### src/rtl/ex_divider_stall_unit_pkg.sv
// Shared types for the EX-stage multi-cycle divider: operation encoding and FSM states.
package ex_divider_stall_unit_pkg;

  typedef enum logic [1:0] {
    DivOpDiv  = 2'd0,
    DivOpDivu = 2'd1,
    DivOpRem  = 2'd2,
    DivOpRemu = 2'd3
  } div_op_e;

  typedef enum logic [1:0] {
    StIdle = 2'd0,
    StRun  = 2'd1,
    StDone = 2'd2
  } div_state_e;

  function automatic logic op_is_signed(div_op_e op);
    return (op == DivOpDiv) || (op == DivOpRem);
  endfunction

  function automatic logic op_is_rem(div_op_e op);
    return (op == DivOpRem) || (op == DivOpRemu);
  endfunction

endpackage

### src/rtl/ex_divider_stall_unit_divider_iteration.sv
// Combinational restoring-division steps; retires Steps quotient bits per call.
module divider_iteration #(
  parameter int unsigned DataWidth = 32,
  parameter int unsigned Steps     = 1
) (
  input  logic [DataWidth-1:0] i_rem,
  input  logic [DataWidth-1:0] i_quot,
  input  logic [DataWidth-1:0] i_divisor,
  output logic [DataWidth-1:0] o_rem,
  output logic [DataWidth-1:0] o_quot
);

  logic [DataWidth-1:0] w_rem_acc;
  logic [DataWidth-1:0] w_quot_acc;
  logic [DataWidth:0]   w_shift;
  logic [DataWidth-1:0] w_trial;
  logic                 w_ge;

  always_comb begin
    w_rem_acc  = i_rem;
    w_quot_acc = i_quot;
    w_shift    = '0;
    w_trial    = '0;
    w_ge       = 1'b0;
    for (int unsigned s = 0; s < Steps; s++) begin
      w_shift    = {w_rem_acc, w_quot_acc[DataWidth-1]};
      w_ge       = (w_shift >= {1'b0, i_divisor});
      // When the trial succeeds the difference is below the divisor, so it fits DataWidth bits.
      w_trial    = w_shift[DataWidth-1:0] - i_divisor;
      w_rem_acc  = w_ge ? w_trial : w_shift[DataWidth-1:0];
      w_quot_acc = {w_quot_acc[DataWidth-2:0], w_ge};
    end
  end

  assign o_rem  = w_rem_acc;
  assign o_quot = w_quot_acc;

endmodule

### src/rtl/ex_divider_stall_unit.sv
// EX-stage RV32M divider; holds the pipeline via o_stall_req while iterating and honours flush.
module ex_divider_stall_unit
  import ex_divider_stall_unit_pkg::*;
#(
  parameter int unsigned DataWidth    = 32,
  parameter int unsigned BitsPerCycle = 1
) (
  input  logic                 i_clk,
  input  logic                 i_rst_n,
  input  logic                 i_enable,
  input  div_op_e              i_op,
  input  logic [DataWidth-1:0] i_src1,
  input  logic [DataWidth-1:0] i_src2,
  input  logic                 i_flush,
  output logic                 o_stall_req,
  output logic                 o_done,
  output logic [DataWidth-1:0] o_result
);

  localparam int unsigned Iter = DataWidth / BitsPerCycle;
  localparam int unsigned CntW = (Iter > 1) ? $clog2(Iter) : 1;
  localparam logic [CntW-1:0] LastCnt = CntW'(Iter - 1);
  localparam logic [DataWidth-1:0] MinVal = {1'b1, {(DataWidth-1){1'b0}}};

  div_state_e           r_state;
  logic [CntW-1:0]      r_cnt;
  div_op_e              r_op;
  logic                 r_neg_q;
  logic                 r_neg_r;
  logic [DataWidth-1:0] r_rem;
  logic [DataWidth-1:0] r_quot;
  logic [DataWidth-1:0] r_divisor;
  logic [DataWidth-1:0] r_result;

  logic                 w_signed;
  logic                 w_neg1;
  logic                 w_neg2;
  logic [DataWidth-1:0] w_abs1;
  logic [DataWidth-1:0] w_abs2;
  logic                 w_div_zero;
  logic                 w_ovf;
  logic [DataWidth-1:0] w_special_result;
  logic [DataWidth-1:0] w_rem_nxt;
  logic [DataWidth-1:0] w_quot_nxt;
  logic [DataWidth-1:0] w_final_q;
  logic [DataWidth-1:0] w_final_r;

  assign w_signed   = op_is_signed(i_op);
  assign w_neg1     = w_signed & i_src1[DataWidth-1];
  assign w_neg2     = w_signed & i_src2[DataWidth-1];
  assign w_abs1     = w_neg1 ? (~i_src1 + 1'b1) : i_src1;
  assign w_abs2     = w_neg2 ? (~i_src2 + 1'b1) : i_src2;
  assign w_div_zero = (i_src2 == '0);
  assign w_ovf      = w_signed && (i_src1 == MinVal) && (i_src2 == '1);

  // Divide-by-zero takes priority: quotient all ones, remainder is the raw dividend.
  assign w_special_result = w_div_zero ? (op_is_rem(i_op) ? i_src1 : '1)
                                       : (op_is_rem(i_op) ? '0 : MinVal);

  divider_iteration #(
    .DataWidth(DataWidth),
    .Steps    (BitsPerCycle)
  ) u_iter (
    .i_rem    (r_rem),
    .i_quot   (r_quot),
    .i_divisor(r_divisor),
    .o_rem    (w_rem_nxt),
    .o_quot   (w_quot_nxt)
  );

  assign w_final_q = r_neg_q ? (~w_quot_nxt + 1'b1) : w_quot_nxt;
  assign w_final_r = r_neg_r ? (~w_rem_nxt + 1'b1) : w_rem_nxt;

  always_ff @(posedge i_clk or negedge i_rst_n) begin
    if (!i_rst_n) begin
      r_state   <= StIdle;
      r_cnt     <= '0;
      r_op      <= DivOpDiv;
      r_neg_q   <= 1'b0;
      r_neg_r   <= 1'b0;
      r_rem     <= '0;
      r_quot    <= '0;
      r_divisor <= '0;
      r_result  <= '0;
    end else if (i_flush) begin
      r_state <= StIdle;
      r_cnt   <= '0;
    end else begin
      unique case (r_state)
        StIdle: begin
          if (i_enable) begin
            r_op      <= i_op;
            r_neg_q   <= w_neg1 ^ w_neg2;
            r_neg_r   <= w_neg1;
            r_rem     <= '0;
            r_quot    <= w_abs1;
            r_divisor <= w_abs2;
            r_cnt     <= '0;
            if (w_div_zero || w_ovf) begin
              r_result <= w_special_result;
              r_state  <= StDone;
            end else begin
              r_state <= StRun;
            end
          end
        end
        StRun: begin
          r_rem  <= w_rem_nxt;
          r_quot <= w_quot_nxt;
          if (r_cnt == LastCnt) begin
            r_result <= op_is_rem(r_op) ? w_final_r : w_final_q;
            r_state  <= StDone;
          end else begin
            r_cnt <= r_cnt + 1'b1;
          end
        end
        StDone:  r_state <= StIdle;
        default: r_state <= StIdle;
      endcase
    end
  end

  assign o_done      = (r_state == StDone) && !i_flush;
  assign o_result    = o_done ? r_result : '0;
  assign o_stall_req = i_rst_n && i_enable && !i_flush && (r_state != StDone);

endmodule

### config.mk
export PLATFORM = sky130hd
export DESIGN_NAME = ex_divider_stall_unit
export DESIGN_NICKNAME = d
export VERILOG_FILES = /design/src/rtl/ex_divider_stall_unit_pkg.sv /design/src/rtl/ex_divider_stall_unit_divider_iteration.sv /design/src/rtl/ex_divider_stall_unit.sv
export SDC_FILE = /design/constraint.sdc
export NUM_CORES = 1
export LEC_CHECK = 0
export ABC_AREA = 1
export ABC_CLOCK_PERIOD_IN_PS = 6700
export CAP_MARGIN = 20
export CORE_UTILIZATION = 60
export DETAILED_ROUTE_END_ITERATION = 8
export MAX_ROUTING_LAYER = met4
export PLACE_DENSITY = 0.81
export SYNTH_ARGS = -nofsm -noshare
export SYNTH_HDL_FRONTEND = slang
export SYNTH_HIERARCHICAL = 1
export SYNTH_SLANG_ARGS = --single-unit
export TNS_END_PERCENT = 30
### constraint.sdc
create_clock -name i_clk -period 6.7 [get_ports i_clk]
set_input_delay 2.01 -clock i_clk [delete_from_list [all_inputs] [get_ports i_clk]]
set_output_delay 2.01 -clock i_clk [all_outputs]
set_load 0.005 [all_outputs]
After elaboration in Yosys (flattened, before gate mapping)

Cells that the tools add are included.

Add/subtract/negate cells: 6
$lt $le $gt $ge: 1
Equal/unequal tests: 16
Mux-type cells: 27
Bitwise operators: 8
Reduce and logical (&&, ||, !) cells: 21

Operators by type and width:

| cell                                                             | number |
|---|---|
| 32-bit two-way mux                                               | 15 |
| 32-bit one-hot mux with 2 select lines                           | 3 |
| 32-bit by 1-bit adder with 32-bit output (second input constant) | 4 |
| 32-bit NOT                                                       | 4 |
| 32-bit equality test (second input constant)                     | 2 |
| 33-bit by 32-bit greater-or-equal comparator with 1-bit output   | 1 |
| 32-bit zero test                                                 | 1 |
| 32-bit subtractor                                                | 1 |
| 5-bit two-way mux                                                | 3 |
| 2-bit equality test (second input constant)                      | 5 |
| 5-bit one-hot mux with 2 select lines                            | 1 |
| 3-bit inequality test (second input constant)                    | 3 |
| 3-bit AND reduction                                              | 3 |
| 2-bit two-way mux                                                | 4 |
| 2-bit inequality test (second input constant)                    | 4 |
| 1-bit logical AND                                                | 6 |
| 5-bit by 1-bit adder with 5-bit output (second input constant)   | 1 |
| 5-bit equality test (second input constant)                      | 1 |
| 5-bit AND reduction                                              | 1 |
| 2-bit zero test                                                  | 2 |
| 1-bit logical OR                                                 | 4 |
| 2-bit one-hot mux with 2 select lines                            | 1 |
| 3-bit nonzero test                                               | 1 |
| 1-bit bitwise AND                                                | 2 |
| 6 further kinds                                                  | 6 |

Bits in registers: 139

Logic depth before layout (Yosys ltp)

Depth after elaboration: 9
Depth in mapped cells: 28
Gate-level depth less buffers: 27

Cells and area by module

Netlist, hierarchy kept.

By module, submodules not included:

| module                | instances | cells an instance | area an instance (µm²) |
|---|---|---|---|
| ex_divider_stall_unit | 1         | 1725              | 10652.7 |
| divider_iteration     | 1         | 682               | 3429.5 |

Least setup slack after synthesis

OpenSTA, ideal clock, no wires.

Path kind: input to output
Start: in i_flush
End: out o_done
Arrival time: 2.542 ns
Setup slack: 2.148 ns
Cell stages on the path: 4
Cell sequence: inv_1 nand2_1 clkbuf_1 inv_1

Word-level cells in the longest chain between the ends: 2

Ends and longest elaborated chain:

| item               | line                         | RTL |
|---|---|---|
| start: declaration | ex_divider_stall_unit.sv:14  | `input logic i_flush,` |
| 1-bit zero test    | ex_divider_stall_unit.sv:123 | `assign o_done = (r_state == StDone) && !i_flush;` |
| 1-bit logical AND  | ex_divider_stall_unit.sv:123 |  |
| end: declaration   | ex_divider_stall_unit.sv:16  | `output logic o_done,` |

No other way between the ends.

Final worst setup path

Start: in i_flush
End: out o_result[14]

Word-level cells in the longest chain between the ends: 3

Ends and longest elaborated chain:

| item               | line                         | RTL |
|---|---|---|
| 1-bit zero test    | ex_divider_stall_unit.sv:123 |  |
| 1-bit logical AND  | ex_divider_stall_unit.sv:123 |  |
| 32-bit two-way mux | ex_divider_stall_unit.sv:124 | `assign o_result = o_done ? r_result : '0;` |
| end: declaration   | ex_divider_stall_unit.sv:17  | `output logic [DataWidth-1:0] o_result` |

No other way between the ends.

==> flow_summary.yaml <==
status:
  status: "finished with violations"
  failed_checks: "DRC"
yosys:
  yosys_most_used_dff: "dfrtp_1"
  ys_warn_count: 6
  synth-edff-count: 0
  syn_nets: 2517
  synthArstFlopShare_pct: 100.0
  avgSynthCellArea_um2: 5.851
  synth-seq-area-share_pct: 24.52
  synthesis.area_um2: 14080
  synth_seq_cells: 138
  synth_cells: 2407
  synthDistinctLibCells: 48
flow_run:
  maxCapViolations: 0
floorplan:
  num_rows: 55
  die_h_um: 155.2
  fp.dieArea_um2: 24090
  die_w_um: 155.2
  pin_count: 104
  core_area_um2: 22850
  initial_core_util_pct: 61.64
pwr:
  p_seq_share_pct: 17.2
  swShare_pct: 59.62
  p_total_w: 0.009265
  p_sw_w: 0.005524
  p_clk_share_pct: 10.4
  intPower_w: 0.003741
  p_comb_share_pct: 72.5
  peakVddDrop_uv: 543.3
  p_leak_nw: 8.045
  p_per_area_nw_per_um2: 595.8
global_route:
  grt_pass1_wl_mm: 76.30
  antenna_found_initial: 1
  grt_max_degree: 83
  grt_usage_pct: 42.15
  grt_pass1_vias: 14360
  overflow: 0
worst_setup_path:
  required_ps: 4690
  cp-start-kind: "input port"
  slowest_stage: "clkdlybuf4s50_1"
  cp_common_cell: "clkdlybuf4s50_1"
  critPathArrivalTime_ps: 3700
  critPathKind: "input port to output port"
  worstPathCellList: "clkdlybuf4s50_1 -> inv_1 -> nand2_1 -> buf_4 -> nor2_1 -> clkdlybuf4s50_1"
  cp.depth: 6
  critPathBufInv: 4
  slowest_delay_ps: 570
  critPathCaptureType: "output port"
  r2r_cells: 25
  worstPathMaxFanout: 33
  crit_family: "buffers and inverters"
timing:
  max_slew_margin_pct: 22.51
  setup-tns-final_ps: 0
  drv_slew: 0
  timing.fmax_mhz: 175.2
  skew_ps: 15.21
  min_period_over_period_pct: 85.19
  rsz0062_at_grt: "false"
  fin_crit_ps: 5708
  worst_pin_slew_ps: 1161
  setup_violations: 0
  finalHoldViolations: 0
layout:
  drive_gt1_share_pct: 5.619
  syn2layout_area_growth_pct: 10.42
  nNetsFinal: 2537
  fin_area_um2: 15550
worst_hold_path:
  hp-class: "flip-flop to flip-flop"
  hold_depth: 2
route:
  drt_first_pass_iters: 8
  routed_via_density: 5.789
  vias: 15930
  dr.first_iter.drc_count: 1899
  drc: 2
  antenna_left: 0
  finalWirelength_mm: 48.15
  wire_per_inst_um: 17.50
clocking:
  cts_hold_buf: 0
  htreeDepth: 4
  clock-sinks: 138
  cts_buffers: 17
  path_clk_slew_ps: 60
  post_cts_resized: 0
  clockBufferDepth: 2
  cts_setup_buffers: 0
  clk_latency_ps: 440
  cts_root_buf: "clkbuf_16"
  cts_tree: "done"
placement:
  gp_congestion: 1.017
  placed_cell_area_um2: 14940
  io_buffers: 103
  dp_hpwl_mm: 37.65
-- synth_stat cells (3+ instances only) --
cell,number,area [um2]
nor2_1,225,844.6
ha_1,39,488.0
o221ai_1,6,52.55
inv_2,14,52.55
nand3_2,22,220.2
nor2_4,7,78.83
xor2_1,39,341.6
nor3_1,18,90.09
nand4_1,30,187.7
buf_1,9,33.78
buf_4,35,262.8
inv_1,328,1231
o21ai_0,133,665.6
o21bai_1,3,22.52
xnor2_1,3,26.28
buf_2,16,80.08
o21ai_1,19,95.09
o211ai_1,20,150.1
nand2_2,7,43.79
a21oi_1,67,335.3
clkbuf_1,46,172.7
nand2_1,833,3127
dfrtp_1,138,3453
or2_2,6,37.54
a31oi_1,5,31.28
nor3_2,4,40.04
nand3b_1,15,112.6
nand3_1,256,1281
buf_6,5,56.30
nor2_2,27,168.9
and2_1,10,62.56
-- flip-flops by register name, indices dropped and copies added, names as in the netlist --
signal / cells
r_cnt: 5
r_quot: 32
r_state: 2
r_result: 32
r_op: 1
r_rem: 32
r_divisor: 32
r_neg_r: 1
r_neg_q: 1
-- metal layers --
metal  share of wire, %  GRT usage, %  wire (um)  vias to the layer above
met4                2.4         11.58       1134                        0
met1                 43         58.96      20680                     7301
li1                   -             -          -                     7624
met2                 43         61.84      20690                      915
met5                  0             -          0                        -
met3                 12         8.412       5647                       90
-- cells in the final DEF (no fill, tap or decap), drive strengths merged, types with 3 or more instances in the layout --
| master | synthesis | routed |
|---|---|---|
| a21oi | 67 | 67 |
| a31oi | 5 | 5 |
| and2 | 10 | 10 |
| buf | 67 | 12 |
| clkbuf | 46 | 18 |
| clkdlybuf4s50 | 0 | 102 |
| clkinv | 2 | 5 |
| dfrtp | 138 | 138 |
| ha | 39 | 39 |
| inv | 342 | 347 |
| nand2 | 843 | 843 |
| nand3 | 278 | 278 |
| nand3b | 15 | 15 |
| nand4 | 31 | 31 |
| nor2 | 259 | 259 |
| nor3 | 23 | 23 |
| o211ai | 20 | 20 |
| o21ai | 153 | 153 |
| o21bai | 3 | 3 |
| o221ai | 6 | 6 |
| or2 | 6 | 6 |
| xnor2 | 3 | 3 |
| xor2 | 39 | 39 |
-- per-stage QoR --
step / cells / setup WS [ps] / util, % / hold slack, ps
final: 2752 / 992.3 / 68.06 / 480.2
after global routing: 2752 / 899.9 / 68.06 / 499.6
after CTS: 2750 / 1014 / 67.93 / 482.0
after detailed placement: 2720 / 1022 / 65.39 / 464.9
after global placement: 2720 / 1101 / 65.39 / 462.3
after floorplan: 2407 / 2148 / - / 448.8
-- tightest hold or removal path: stages, from the launching register on --
cell	delay, ps
dfrtp_1	340
nand2_1	60
nand2_1	50
-- power groups by stage --
| stage | combinational [W] | sequential [W] | clock (W) |
|---|---|---|---|
| after floorplan | 0.00504 | 0.00137 | 0 |
| after global placement | 0.00629 | 0.00158 | 0 |
| after detailed placement | 0.00639 | 0.00160 | 0 |
| after CTS | 0.00645 | 0.00159 | 0.000960 |
| after global routing | 0.00745 | 0.00162 | 0.000994 |
| final | 0.00671 | 0.00159 | 0.000960 |
-- logic make-up after synthesis --
logic type / after synthesis / synth area share (%)
fa+ha+maj: 40 / 3.607
compound gates: 263 / 10.15
buf+inv: 457 / 13.75
flops: 138 / 24.52
simple gates: 1467 / 45.36
xor+xnor: 42 / 2.612
-- worst paths after layout --
kind | end | from | slack, ps
hold reg to reg | r_result[22]$_DFFE_PN0P_ | r_result[22]$_DFFE_PN0P_ | 480
max in group asynchronous | r_divisor[9]$_DFFE_PN0P_ | i_rst_n | 4180
setup / recovery | o_result[14] | i_flush | 990
hold / removal | r_result[22]$_DFFE_PN0P_ | r_result[22]$_DFFE_PN0P_ | 480
setup reg to reg | r_result[12]$_DFFE_PN0P_ | r_divisor[28]$_DFFE_PN0P_ | 2100
min in group asynchronous | r_rem[27]$_DFFE_PN0P_ | i_rst_n | 1400
-- area by class of cell --
type | instances | area (um2)
multi-input cells | 1812 | 8692
clock inverters | 12 | 140.1
repair buffers | 114 | 1135
well taps | 313 | 391.6
inverters | 344 | 1296
diodes | 1 | 2.502
flip-flops and latches | 138 | 3453
clock buffers | 18 | 439.2
fillers | 2117 | 7297
Note: power is estimated with default switching activity, not from simulation.
